### config.mk
export PLATFORM = sky130hd
export DESIGN_NAME = calendar_day_month
export DESIGN_NICKNAME = d
export VERILOG_FILES = /design/src/rtl/calendar_pkg.sv /design/src/rtl/month_len_lut.sv /design/src/rtl/calendar_day_month.sv
export SDC_FILE = /design/constraint.sdc
export NUM_CORES = 1
export LEC_CHECK = 0
export CORE_ASPECT_RATIO = 0.6
export CORE_MARGIN = 3
export CORE_UTILIZATION = 42
export CTS_BUF_LIST = sky130_fd_sc_hd__clkbuf_4
export DETAILED_ROUTE_END_ITERATION = 16
export PLACE_DENSITY = 0.78
export SETUP_SLACK_MARGIN = 0.05
export SLEW_MARGIN = 20
export SYNTH_ARGS = -nofsm -noshare
export SYNTH_HDL_FRONTEND = slang
export SYNTH_SLANG_ARGS = --single-unit
### constraint.sdc
create_clock -name i_clk -period 3.15 [get_ports i_clk]
set_input_delay 0.63 -clock i_clk [delete_from_list [all_inputs] [get_ports i_clk]]
set_output_delay 0.63 -clock i_clk [all_outputs]
set_load 0.01 [all_outputs]
### src/rtl/calendar_pkg.sv
// Shared constants for the day/month calendar counter.
package calendar_pkg;

    localparam int DAY_W   = 5;
    localparam int MONTH_W = 4;

    localparam logic [MONTH_W-1:0] JAN = 4'd1;
    localparam logic [MONTH_W-1:0] FEB = 4'd2;
    localparam logic [MONTH_W-1:0] MAR = 4'd3;
    localparam logic [MONTH_W-1:0] APR = 4'd4;
    localparam logic [MONTH_W-1:0] MAY = 4'd5;
    localparam logic [MONTH_W-1:0] JUN = 4'd6;
    localparam logic [MONTH_W-1:0] JUL = 4'd7;
    localparam logic [MONTH_W-1:0] AUG = 4'd8;
    localparam logic [MONTH_W-1:0] SEP = 4'd9;
    localparam logic [MONTH_W-1:0] OCT = 4'd10;
    localparam logic [MONTH_W-1:0] NOV = 4'd11;
    localparam logic [MONTH_W-1:0] DEC = 4'd12;

    localparam logic [DAY_W-1:0] DAYS_28 = 5'd28;
    localparam logic [DAY_W-1:0] DAYS_29 = 5'd29;
    localparam logic [DAY_W-1:0] DAYS_30 = 5'd30;
    localparam logic [DAY_W-1:0] DAYS_31 = 5'd31;

endpackage

### src/rtl/month_len_lut.sv
// Combinational month-length decode. Leap-year February is enabled by
// defining CALENDAR_LEAP_YEAR_EN; otherwise February is always 28 days.
module month_len_lut
    import calendar_pkg::*;
#(
    parameter int YEAR_WIDTH = 12
) (
    input  logic [MONTH_W-1:0]    month,
    input  logic [YEAR_WIDTH-1:0] year,
    output logic [DAY_W-1:0]      days
);

    logic is_leap;

`ifdef CALENDAR_LEAP_YEAR_EN
    int unsigned year_ext;

    always_comb begin
        year_ext = 32'(year);
        is_leap  = ((year_ext % 4) == 0 && (year_ext % 100) != 0) || ((year_ext % 400) == 0);
    end
`else
    logic unused_year;

    assign unused_year = ^year;
    assign is_leap     = 1'b0;
`endif

    // Out-of-range months decode to 0 so no day can ever be valid for them.
    always_comb begin
        days = '0;
        case (month)
            JAN, MAR, MAY, JUL, AUG, OCT, DEC: days = DAYS_31;
            APR, JUN, SEP, NOV:                days = DAYS_30;
            FEB:                               days = is_leap ? DAYS_29 : DAYS_28;
            default:                           days = '0;
        endcase
    end

endmodule

### src/rtl/calendar_day_month.sv
// Day/month calendar counter with date load and year-advance tick.
// Leap-year support via CALENDAR_LEAP_YEAR_EN (see month_len_lut).
module calendar_day_month
    import calendar_pkg::*;
#(
    parameter int YEAR_WIDTH = 12
) (
    input  logic                  i_clk,
    input  logic                  i_rst,
    input  logic                  i_cnt_en,
    input  logic [YEAR_WIDTH-1:0] i_year,
    input  logic                  i_load,
    input  logic [4:0]            i_load_day,
    input  logic [3:0]            i_load_month,
    output logic [4:0]            o_day,
    output logic [3:0]            o_month,
    output logic                  o_tick,
    output logic                  o_load_err
);

    logic [DAY_W-1:0]   day_q, day_d;
    logic [MONTH_W-1:0] month_q, month_d;
    logic               tick_q, tick_d;
    logic               load_err_q, load_err_d;

    logic [DAY_W-1:0]   cur_len;
    logic [DAY_W-1:0]   load_len;
    logic               load_valid;

    month_len_lut #(.YEAR_WIDTH(YEAR_WIDTH)) u_cur_len (
        .month (month_q),
        .year  (i_year),
        .days  (cur_len)
    );

    month_len_lut #(.YEAR_WIDTH(YEAR_WIDTH)) u_load_len (
        .month (i_load_month),
        .year  (i_year),
        .days  (load_len)
    );

    assign load_valid = (i_load_day != '0) && (i_load_day <= load_len);

    always_comb begin
        day_d      = day_q;
        month_d    = month_q;
        tick_d     = 1'b0;
        load_err_d = 1'b0;
        if (i_load) begin
            if (load_valid) begin
                day_d   = i_load_day;
                month_d = i_load_month;
            end else begin
                load_err_d = 1'b1;
            end
        end else if (i_cnt_en) begin
            // >= also recovers a 29 Feb left stale by a year change.
            if (day_q >= cur_len) begin
                day_d = 5'd1;
                if (month_q >= DEC) begin
                    month_d = JAN;
                    tick_d  = 1'b1;
                end else begin
                    month_d = month_q + 4'd1;
                end
            end else begin
                day_d = day_q + 5'd1;
            end
        end
    end

    always_ff @(posedge i_clk) begin
        if (i_rst) begin
            day_q      <= 5'd1;
            month_q    <= JAN;
            tick_q     <= 1'b0;
            load_err_q <= 1'b0;
        end else begin
            day_q      <= day_d;
            month_q    <= month_d;
            tick_q     <= tick_d;
            load_err_q <= load_err_d;
        end
    end

    assign o_day      = day_q;
    assign o_month    = month_q;
    assign o_tick     = tick_q;
    assign o_load_err = load_err_q;

endmodule

==> results by group <==
Placed design
  • Port bufs: 23
  • Dpl hpwl: around 2.4 mm
  • Dpl cell area: roughly 1400 um^2
  • GP Congestion: 0.8404

Power and ir drop
  • Pint: just over 400 uW
  • VDD IR max: ~200 uV
  • Clock network power share: 17.3%
  • Total power: 656.9 uW
  • Psw: 253.1 uW
  • Static leakage: about 0.00064 uW
  • Power per cell area: ~440 nW/um^2
  • Sw frac: between 30% and 40%
  • Sequential share of power: a little over a quarter
  • Combinational power share: a little under three fifths

Layout
  • Layout cell share with drive strength beyond 1: between 20% and 30%
  • Fillers: 209
  • Core Util, Final: 64.81%
  • ANT cells: 0
  • Syn-to-layout area delta: 39.27%
  • Fin area: roughly 1500 um^2
  • Final nets: 213

Critical path
  • FF-to-FF setup slack: between 0.2 and 0.25 ns
  • CP max stage cell: clkdlybuf4s50_1
  • CP cell instances: clkdlybuf4s50_1, or3_1, o21ai_0, buf_4, ha_1, and3_1, a31o_2, a21oi_2, nor3_2, buf_4, a311o_1
  • Worst Reg-to-Reg Cells: 12
  • Crit-path max FO: 3
  • Worst setup EP type: register
  • Most frequent CP cell: buf_4
  • Worst EP arrival: ~3.2 ns
  • CP delay by family, top: compound AO/OA/AOI/OAI gates
  • CP peak stage delay: 0.41 ns
  • FF-to-FF Start: o_month[0]
  • Crit Path Category: primary input to register
  • CP startpoint: i_load_month[2]
  • Reg2reg end: o_day[2]
  • WP data required: 3.32 ns
  • Crit start category: primary input
  • Crit path buf inv count: 3

Drt
  • Wirelength, routed: approximately 3 mm
  • Initial DRC Count: 45
  • Final ANT Viol Nets: 0
  • DR WL/cell: ~15 um
  • Vias per cell: just under 6
  • Length of the first detailed-routing pass in iterations: 4
  • DRC: 0
  • Vias: 1168

Global routing
  • Global Route Usage Sum: between 20% and 30%
  • Initial antenna violation count: 0
  • Largest net degree at the start of global routing: 18
  • First-pass GRT wire length: 5.016 mm
  • Overflow after GRT: 0
  • Vias in the first global route: roughly 1.1k

Yosys
  • Yosys synthesis warning count: 0
  • Syn Inst Count: 130
  • Most used flip-flop cell after synthesis: dfxtp_1
  • Synth Cell Area: roughly 1100 um^2
  • Post-synthesis average cell area: a little over 8 um^2
  • Synth Net Count: 170
  • Most frequent cell after synthesis: ha_1
  • Post-synthesis sequential area ratio: between 20% and 30%
  • Synth area leader: dfxtp_1
  • Commonest cells post-synth: ha_1, nand2_1, dfxtp_1
  • Post-synth cell types: 47
  • Yosys top cell area share: approximately 21%
  • Top cells by area, synth: dfxtp_1, ha_1, nand2_1, a21oi_1, inv_1
  • EDFF count, synth: 0
  • Seq cells post-synth: 11
  • Async SR Flop Fraction: 0%

Die
  • Die Y: 45.05 um
  • Row count: 13
  • Starting Density: 46.54%
  • Die width: 71.08 um
  • Core area: approximately 2300 um^2
  • Ports: 36
  • Full die area: approximately 3200 um^2

Job
  • Maxcap violations: 0

STA
  • Tightest Pin Transition: between 0.5 and 0.6 ns
  • RSZ-0062 raised after global routing: yes
  • Fin. max-slew vios: 0
  • Final hold slack: approximately 0.55 ns
  • Slew margin rel.: 62.98%
  • FMAX: approximately 340 MHz
  • Final worst-path cycle share: approximately 95%
  • Final hold vios: 0
  • Setup violations, final: 0
  • Minimum clock period: just under 3 ns
  • Clock Skew: 0.001943 ns

Clocking
  • CTS tree: yes
  • CTS Buf Count: 3
  • Root Buffer: clkbuf_4
  • Worst-path clk slew: roughly 0.08 ns
  • CTS Hold Bufs: 0
  • Clock Sinks: 11
  • Clock buffer depth: 2
  • H-tree depth: 1
  • Clock latency at the later pin of the worst-skew pair: 0.28 ns

Hold path
  • Hold wc startpoint: o_day[4]
  • Hold EP: o_day[4]
  • HP Class: register to register
  • WHS Path Cells: 2

Status
  • Run status: finished clean
## logic make-up (layout without fill, tap and decap cells)
family | Yosys count | after routing | share of synthesized area [%]
multiplexers | 2 | 2 | 2.344
flip-flops | 11 | 11 | 20.63
AND/OR/NAND/NOR | 48 | 48 | 24.39
AO/OA/AOI/OAI | 42 | 42 | 29.66
adder cells (fa/ha/maj) | 15 | 15 | 17.58
buffers and inverters | 12 | 54 | 5.392
## worst reg2reg max path, delay by kind of cell (launching register included)
family,cells,cell delay [ns]
compound gates,7,1.45
fa+ha+maj,2,0.47
flops,1,0.36
simple gates,1,0.35
buf+inv,2,0.21
## layer usage
| metal | vias up | wire, um | track usage [%] |
|---|---|---|---|
| li1 | 578 | - | - |
| met2 | 38 | 1335 | 35.36 |
| met1 | 548 | 1416 | 24.57 |
| met5 | - | 0 | 0 |
| met4 | 0 | 19 | 4.494 |
| met3 | 4 | 221 | 6.667 |
## state kept, by name (all words and copies together) (netlist names)
signal,count
o_month,4
o_tick,1
o_day,5
o_load_err,1
## how the worst max path moves through the flow
stage / slack (ns) / endpoint / cells after the start
after global routing: 0.05 / o_month[0] / 11
after CTS: 0.08 / o_day[2] / 12
after detailed placement: -0.12 / o_month[0] / 11
after floorplan: 0.14 / o_day[2] / 11
after global placement: -0.13 / o_month[0] / 11
final: 0.17 / o_month[0] / 11
## layout make-up
| class | instances | area, um^2 | area share, % |
|---|---|---|---|
| multi-input cells | 107 | 797.0 | 53.62 |
| repair buffers | 41 | 365.4 | 24.58 |
| flip-flops and latches | 11 | 222.7 | 14.98 |
| well taps | 30 | 37.54 | 2.525 |
| inverters | 9 | 33.78 | 2.273 |
| clock buffers | 4 | 30.03 | 2.020 |
## metrics by stage
stage / worst slack, ns / instances / setup TNS, ns
2_1_floorplan: 0.1362 / 130 / 0
3_3_place_gp: -0.1319 / 198 / -0.5904
3_5_place_dp: -0.1198 / 198 / -0.5919
4_1_cts: 0.08478 / 202 / 0
5_1_grt: 0.05059 / 202 / 0
6_report: 0.1693 / 202 / 0
## power groups by stage
stage / Sequential (uW) / Clock (uW) / Combinational [uW]
finish: 176 / 114 / 367
floorplan: 185 / 0 / 193
CTS: 175 / 118 / 360
global placement: 177 / 0 / 340
global route: 180 / 127 / 407
detailed placement: 178 / 0 / 357
## what timing repair did
item,4_1_cts,5_1_grt
buffers inserted,0,0
gates resized for setup,1,5
setup endpoints to repair,1,8
pin swaps,0,1
## cell usage in the layout (no fill, tap or decap), types with 5 or more instances in the layout
| cell type | instances |
|---|---|
| clkdlybuf4s50_1 | 23 |
| buf_4 | 18 |
| ha_1 | 15 |
| nand2_1 | 12 |
| inv_1 | 9 |
| dfxtp_1 | 9 |
| nor2_1 | 8 |
| a21oi_1 | 6 |
| o21ai_0 | 5 |
| nand2b_1 | 5 |
Power figures use the tool's default switching activity.
